$ cat src/rtl/ram_arb_pkg.sv
// Shared types and constants for the data-RAM port arbiter.
package ram_arb_pkg;

   localparam int ADDR_W_DEF = 32;
   localparam int DATA_W_DEF = 32;
   localparam int CNT_W      = 4;

   typedef enum logic [1:0] {
      OWN_NONE = 2'd0,
      OWN_CPU  = 2'd1,
      OWN_VID  = 2'd2
   } owner_e;

endpackage

$ cat src/rtl/ram_port_arbiter_if.sv
// Bus bundle between the CPU data port, the scanner and the RAM macro.
interface ram_port_arbiter_if #(
   parameter int ADDR_W = 32,
   parameter int DATA_W = 32
);
   logic              cpu_req;
   logic              cpu_we;
   logic [ADDR_W-1:0] cpu_addr;
   logic [DATA_W-1:0] cpu_wdata;
   logic              cpu_gnt;
   logic              cpu_stall;
   logic [DATA_W-1:0] cpu_rdata;
   logic              cpu_rvalid;

   logic              vid_req;
   logic [ADDR_W-1:0] vid_addr;
   logic              vid_gnt;
   logic [DATA_W-1:0] vid_rdata;
   logic              vid_rvalid;

   logic [ADDR_W-1:0] ram_addr;
   logic              ram_we;
   logic [DATA_W-1:0] ram_wdata;
   logic [DATA_W-1:0] ram_rdata;

   // Arbiter side
   modport slave (
      input  cpu_req, cpu_we, cpu_addr, cpu_wdata,
      output cpu_gnt, cpu_stall, cpu_rdata, cpu_rvalid,
      input  vid_req, vid_addr,
      output vid_gnt, vid_rdata, vid_rvalid,
      output ram_addr, ram_we, ram_wdata,
      input  ram_rdata
   );

   // Requesters and RAM side
   modport master (
      output cpu_req, cpu_we, cpu_addr, cpu_wdata,
      input  cpu_gnt, cpu_stall, cpu_rdata, cpu_rvalid,
      output vid_req, vid_addr,
      input  vid_gnt, vid_rdata, vid_rvalid,
      input  ram_addr, ram_we, ram_wdata,
      output ram_rdata
   );

endinterface

$ cat src/rtl/arb_wait_counter.sv
// Saturating count of consecutive cycles the scanner was denied.
module arb_wait_counter
   import ram_arb_pkg::*;
#(
   parameter int MAX = 4
) (
   input  logic             clk,
   input  logic             rst,
   input  logic             inc,
   input  logic             clr,
   output logic             sat,
   output logic [CNT_W-1:0] cnt
);

   localparam logic [CNT_W-1:0] MAX_C = CNT_W'(MAX);

   always_ff @(posedge clk) begin
      if (rst || clr) begin
         cnt <= '0;
      end else if (inc && (cnt != MAX_C)) begin
         cnt <= cnt + 1'b1;
      end
   end

   assign sat = (cnt == MAX_C);

endmodule

$ cat src/rtl/ram_port_arbiter.sv
// Shares the single-port data RAM between the CPU (priority) and the display
// scanner, with a bounded wait that forces a scanner grant.
module ram_port_arbiter
   import ram_arb_pkg::*;
#(
   parameter int ADDR_W       = ADDR_W_DEF,
   parameter int DATA_W       = DATA_W_DEF,
   parameter int VID_MAX_WAIT = 4
) (
   input logic               clk,
   input logic               rst,
   ram_port_arbiter_if.slave bus
);

   // rd_owner | meaning
   // OWN_NONE | no read in flight, ram_rdata is ignored
   // OWN_CPU  | ram_rdata this cycle belongs to the CPU
   // OWN_VID  | ram_rdata this cycle belongs to the scanner
   owner_e            rd_owner;
   logic              cpu_gnt_c;
   logic              vid_gnt_c;
   logic              sat;
   logic [CNT_W-1:0]  wait_cnt;
   logic [DATA_W-1:0] cpu_rdata_q;
   logic [DATA_W-1:0] vid_rdata_q;
   logic              cpu_rvalid_c;
   logic              vid_rvalid_c;

   always_comb begin
      cpu_gnt_c = 1'b0;
      vid_gnt_c = 1'b0;
      if (!rst) begin
         if (bus.vid_req && sat) begin
            vid_gnt_c = 1'b1;
         end else if (bus.cpu_req) begin
            cpu_gnt_c = 1'b1;
         end else if (bus.vid_req) begin
            vid_gnt_c = 1'b1;
         end
      end
   end

   always_comb begin
      bus.ram_addr  = '0;
      bus.ram_we    = 1'b0;
      bus.ram_wdata = '0;
      if (vid_gnt_c) begin
         bus.ram_addr = bus.vid_addr;
      end else if (cpu_gnt_c) begin
         bus.ram_addr  = bus.cpu_addr;
         bus.ram_we    = bus.cpu_we;
         bus.ram_wdata = bus.cpu_wdata;
      end
   end

   assign bus.cpu_gnt   = cpu_gnt_c;
   assign bus.vid_gnt   = vid_gnt_c;
   assign bus.cpu_stall = bus.cpu_req & ~cpu_gnt_c;

   arb_wait_counter #(
      .MAX (VID_MAX_WAIT)
   ) u_wait (
      .clk (clk),
      .rst (rst),
      .inc (bus.vid_req & ~vid_gnt_c),
      .clr (vid_gnt_c | ~bus.vid_req),
      .sat (sat),
      .cnt (wait_cnt)
   );

   always_ff @(posedge clk) begin
      if (rst) begin
         rd_owner <= OWN_NONE;
      end else if (vid_gnt_c) begin
         rd_owner <= OWN_VID;
      end else if (cpu_gnt_c && !bus.cpu_we) begin
         rd_owner <= OWN_CPU;
      end else begin
         rd_owner <= OWN_NONE;
      end
   end

   // A read in flight when reset arrives is dropped, not delivered.
   assign cpu_rvalid_c = (rd_owner == OWN_CPU) && !rst;
   assign vid_rvalid_c = (rd_owner == OWN_VID) && !rst;

   always_ff @(posedge clk) begin
      if (rst) begin
         cpu_rdata_q <= '0;
         vid_rdata_q <= '0;
      end else begin
         if (cpu_rvalid_c) cpu_rdata_q <= bus.ram_rdata;
         if (vid_rvalid_c) vid_rdata_q <= bus.ram_rdata;
      end
   end

   assign bus.cpu_rvalid = cpu_rvalid_c;
   assign bus.vid_rvalid = vid_rvalid_c;
   assign bus.cpu_rdata  = cpu_rvalid_c ? bus.ram_rdata : cpu_rdata_q;
   assign bus.vid_rdata  = vid_rvalid_c ? bus.ram_rdata : vid_rdata_q;

endmodule
$ cat src/flat_wrapper.sv
// flat-port wrapper written by rule: the top's interface ports become plain ports
module ram_port_arbiter_flat import ram_arb_pkg::*;
#(
   parameter int ADDR_W       = ADDR_W_DEF,
   parameter int DATA_W       = DATA_W_DEF,
   parameter int VID_MAX_WAIT = 4
)
  (clk, rst, bus_cpu_req, bus_cpu_we, bus_cpu_addr, bus_cpu_wdata, bus_cpu_gnt, bus_cpu_stall, bus_cpu_rdata, bus_cpu_rvalid, bus_vid_req, bus_vid_addr, bus_vid_gnt, bus_vid_rdata, bus_vid_rvalid, bus_ram_addr, bus_ram_we, bus_ram_wdata, bus_ram_rdata);
  ram_port_arbiter_if #(.ADDR_W(ADDR_W), .DATA_W(DATA_W)) bus_i ();
  input logic clk;
  input logic rst;
  input wire logic [$bits(bus_i.cpu_req)-1:0] bus_cpu_req;
  input wire logic [$bits(bus_i.cpu_we)-1:0] bus_cpu_we;
  input wire logic [$bits(bus_i.cpu_addr)-1:0] bus_cpu_addr;
  input wire logic [$bits(bus_i.cpu_wdata)-1:0] bus_cpu_wdata;
  output wire logic [$bits(bus_i.cpu_gnt)-1:0] bus_cpu_gnt;
  output wire logic [$bits(bus_i.cpu_stall)-1:0] bus_cpu_stall;
  output wire logic [$bits(bus_i.cpu_rdata)-1:0] bus_cpu_rdata;
  output wire logic [$bits(bus_i.cpu_rvalid)-1:0] bus_cpu_rvalid;
  input wire logic [$bits(bus_i.vid_req)-1:0] bus_vid_req;
  input wire logic [$bits(bus_i.vid_addr)-1:0] bus_vid_addr;
  output wire logic [$bits(bus_i.vid_gnt)-1:0] bus_vid_gnt;
  output wire logic [$bits(bus_i.vid_rdata)-1:0] bus_vid_rdata;
  output wire logic [$bits(bus_i.vid_rvalid)-1:0] bus_vid_rvalid;
  output wire logic [$bits(bus_i.ram_addr)-1:0] bus_ram_addr;
  output wire logic [$bits(bus_i.ram_we)-1:0] bus_ram_we;
  output wire logic [$bits(bus_i.ram_wdata)-1:0] bus_ram_wdata;
  input wire logic [$bits(bus_i.ram_rdata)-1:0] bus_ram_rdata;
  assign bus_i.cpu_req = bus_cpu_req;
  assign bus_i.cpu_we = bus_cpu_we;
  assign bus_i.cpu_addr = bus_cpu_addr;
  assign bus_i.cpu_wdata = bus_cpu_wdata;
  assign bus_cpu_gnt = bus_i.cpu_gnt;
  assign bus_cpu_stall = bus_i.cpu_stall;
  assign bus_cpu_rdata = bus_i.cpu_rdata;
  assign bus_cpu_rvalid = bus_i.cpu_rvalid;
  assign bus_i.vid_req = bus_vid_req;
  assign bus_i.vid_addr = bus_vid_addr;
  assign bus_vid_gnt = bus_i.vid_gnt;
  assign bus_vid_rdata = bus_i.vid_rdata;
  assign bus_vid_rvalid = bus_i.vid_rvalid;
  assign bus_ram_addr = bus_i.ram_addr;
  assign bus_ram_we = bus_i.ram_we;
  assign bus_ram_wdata = bus_i.ram_wdata;
  assign bus_i.ram_rdata = bus_ram_rdata;
  ram_port_arbiter #(.ADDR_W(ADDR_W), .DATA_W(DATA_W), .VID_MAX_WAIT(VID_MAX_WAIT)) u_core (.clk(clk), .rst(rst), .bus(bus_i));
endmodule
$ cat config.mk
export PLATFORM = sky130hd
export DESIGN_NAME = ram_port_arbiter_flat
export DESIGN_NICKNAME = d
export VERILOG_FILES = /design/src/rtl/ram_arb_pkg.sv /design/src/rtl/ram_port_arbiter_if.sv /design/src/rtl/arb_wait_counter.sv /design/src/rtl/ram_port_arbiter.sv /design/src/flat_wrapper.sv
export SDC_FILE = /design/constraint.sdc
export NUM_CORES = 1
export LEC_CHECK = 0
export CORE_UTILIZATION = 33
export DETAILED_ROUTE_END_ITERATION = 10
export PLACE_DENSITY = 0.8
export SLEW_MARGIN = 10
export SYNTH_ARGS = -nofsm -noshare
export SYNTH_HDL_FRONTEND = slang
export SYNTH_SLANG_ARGS = --single-unit
export TNS_END_PERCENT = 10
$ cat constraint.sdc
create_clock -name clk -period 2.5 [get_ports clk]
set_clock_uncertainty 0.1 [all_clocks]
set_input_delay 0.375 -clock clk [delete_from_list [all_inputs] [get_ports clk]]
set_output_delay 0.375 -clock clk [all_outputs]
set_load 0.005 [all_outputs]
==> results by group <==
Route
  – Drc violations: 0
  – DRT Pass-1 Iters: 4
  – Via Count: around 3500
  – DR vias/cell: 4.70
  – Post-DRT Antenna Nets: 0
  – Wire per inst: between 15 and 20 µm
  – Iter 0 DRT Violations: between 100 and 150
  – Detailed Route WL: roughly 15000 µm

Place
  – Count of buffers from port buffering: around 270
  – DPL Wire Length: just over 10000 µm
  – RD Place Congestion: about 0.84
  – Dpl ws: -0.260 ns
  – Dpl cells: between 700 and 800

Layout
  – Layout area overhead: 102%
  – Most frequent cells in the layout: clkdlybuf4s50_1, and2_1, dfxtp_1
  – # nets final: around 740
  – Non-Filler Instances: between 700 and 800
  – Layout cells sized above 1: 0.356
  – Ant diodes: 0
  – Commonest non-fill, non-tap cell in the layout: clkdlybuf4s50_1

Timing
  – Final setup violation count: 25
  – Setup ws final: -0.0699 ns
  – Minimum clock period: 2.57 ns
  – Slew HR: 0.655
  – Tcrit/Tclk final: 1.03
  – Slew @ Worst Pin: around 0.52 ns
  – Fin. Hold Viols: 0
  – Final slew viol count: 0
  – RSZ-0062 raised after global routing: true
  – Fmax: between 300 and 400 MHz

Pwr
  – Clk pwr share: 0.358
  – Combinational cell fraction of total power: 0.235
  – Switching Fraction: 0.239
  – P_sw: between 600 and 700 µW
  – Int Pwr: around 2.1 mW
  – Power Total: 2.81 mW
  – Register share of total power: 0.407
  – Leak: between 3 and 4 nW
  – Pwr Density: 416 mW/mm²
  – Peak VDD IR: 0.204 mV

Yosys
  – Distinct cells, synth: 24
  – FF+latch count, synth: 70
  – Post-Syn Instances: roughly 310
  – Synthesized area: 0.00334 mm²
  – Syn avg cell area: 10.7 µm²
  – Register area share after synthesis: 0.420
  – Synthesized net count: around 450
  – Syn. warnings: 0

Floorplanning
  – Starting density of the core: 0.342
  – Die W: about 100 µm
  – Row cnt: 36
  – Die area: approximately 0.011 mm²
  – Die Y: 103 µm
  – Core box area: ~0.01 mm²
  – I/O Pins: ~270

Critical path
  – Signal arrival time at the worst endpoint: ~2.1 ns
  – R2R Setup Slk: a little under 0.8 ns
  – Reg-to-reg endpoint: u_core.cpu_rdata_q[15]$_SDFF_PP0_
  – WP data required: ~2 ns
  – CP Launch Type: flip-flop
  – Critical Path End Type: output pin
  – CP endpoint: bus_ram_addr[28]
  – Worst setup path start: u_core.u_wait.cnt[1]$_SDFFE_PP0P_
  – Worst Path Max Fanout: 16
  – Worst r2r path cells: 6
  – R2R Path Start: u_core.rd_owner[0]$_SDFF_PP0_
  – Setup Crit Path Kind: reg2out

GRT
  – First-pass GRT wire length: a little under 20000 µm
  – Largest net degree at the start of global routing: 67
  – Vias in the first global route: 3639
  – Gr ovfl total: 0
  – Initial antenna violation count: 0
  – GRT Util Overall: 0.258

Hold path
  – Min-delay worst type: reg2reg

Clock tree
  – CTS tree: yes
  – CTS buffer count: 9
  – Worst-path clk slew: ~0.080 ns
  – Clock tree sinks: 70
  – Longest Clk Path Bufs: 2
  – Hold_buf cts: 0
  – Clock Root Buffer: clkbuf_8
  – Clk_lat worst skew: around 0.33 ns
  – H-tree depth: 3

Run status
  – Status: finished, violations left
  – Failing checks: negative setup slack

Flow run
  – Max_cap viols: 0
-- through the flow --
step	utilization	instance area [µm²]	hold slack, ns	TNS (ns)
after floorplan	-	3340	0.347	0
after global placement	0.637	6220	0.388	-22.65
after detailed placement	0.637	6220	0.416	-27.17
after CTS	0.678	6630	0.426	-2.56
after global routing	0.691	6760	0.451	-4.42
final	0.691	6760	0.427	-0.455
-- power by group through the flow --
stage               clock [mW]  sequential (mW)  combinational (mW)
floorplan                    0             1.17               0.170
global placement             0             1.17               0.608
detailed placement           0             1.17               0.618
CTS                       1.03             1.14               0.634
global route              1.08             1.15               0.695
finish                    1.01             1.14               0.661
-- cells by family after synthesis --
group,synth area share
simple gates,0.210
flops,0.420
mux,0.219
compound gates,0.0952
buf+inv,0.0491
fa+ha+maj,0.00749
-- how the worst min path moves through the flow --
stage	start	endpoint	slack [ns]	cells past startpoint
after global routing	u_core.u_wait.cnt[2]$_SDFFE_PP0P_	u_core.u_wait.cnt[2]$_SDFFE_PP0P_	0.45	2
final	u_core.u_wait.cnt[2]$_SDFFE_PP0P_	u_core.u_wait.cnt[2]$_SDFFE_PP0P_	0.43	2
after floorplan	bus_cpu_we	u_core.rd_owner[0]$_SDFF_PP0_	0.35	1
after detailed placement	u_core.u_wait.cnt[2]$_SDFFE_PP0P_	u_core.u_wait.cnt[2]$_SDFFE_PP0P_	0.42	2
after global placement	u_core.u_wait.cnt[2]$_SDFFE_PP0P_	u_core.u_wait.cnt[2]$_SDFFE_PP0P_	0.39	2
after CTS	u_core.u_wait.cnt[2]$_SDFFE_PP0P_	u_core.u_wait.cnt[2]$_SDFFE_PP0P_	0.43	2
-- synthesized netlist by cell type, drive strengths merged --
| library cell | instances | area (µm²) |
|---|---|---|
| and2 | 97 | 607 |
| dfxtp | 70 | 1400 |
| mux2 | 64 | 721 |
| a22o | 32 | 280 |
| buf | 16 | 123 |
| clkbuf | 7 | 26.3 |
| inv | 4 | 15.0 |
| nor2 | 3 | 11.3 |
| nor3b | 3 | 32.5 |
| ha | 2 | 25.0 |
| nand2b | 2 | 12.5 |
| nand3 | 2 | 10.0 |
| o211a | 2 | 20.0 |
| a211oi | 1 | 12.5 |
| a21oi | 1 | 5.00 |
| and3b | 1 | 8.76 |
| mux2i | 1 | 10.0 |
| nand3b | 1 | 7.51 |
| nor2b | 1 | 6.26 |
| nor3 | 1 | 5.00 |
-- critical path: stages, from the launching register on --
cell	delay (ns)
dfxtp_2	0.35
inv_2	0.05
ha_4	0.15
and3b_2	0.22
buf_4	0.15
o211a_4	0.26
buf_12	0.16
a22o_1	0.17
dlygate4sd2_1	0.25
-- layer usage --
layer	vias to the layer above	global-route usage	part of all wire
met5	-	0	0
met4	0	0.144	0.036
met3	30	0.0678	0.077
met2	160	0.462	0.53
met1	1658	0.274	0.35
li1	1654	-	-
-- timing repair --
item,CTS,global route
cloned,6,6
gates resized for setup,329,73
pin swaps,32,17
setup endpoints to repair,132,88
setup buffers,17,2
-- area by class of cell --
cell class              instances  area, µm²
multi-input cells             214       1880
clock buffers                   9        124
clock inverters                 7       96.3
repair buffers                308       3070
well taps                     133        166
inverters                       4       15.0
flip-flops and latches         70       1410
fillers                       768       3020
-- sequential cells by signal, indices dropped and copies added (netlist names) --
name,cells
u_core.cpu_rdata_q,32
u_core.u_wait.cnt,4
u_core.vid_rdata_q,32
u_core.rd_owner,2
Note: power is estimated with default switching activity, not from simulation.
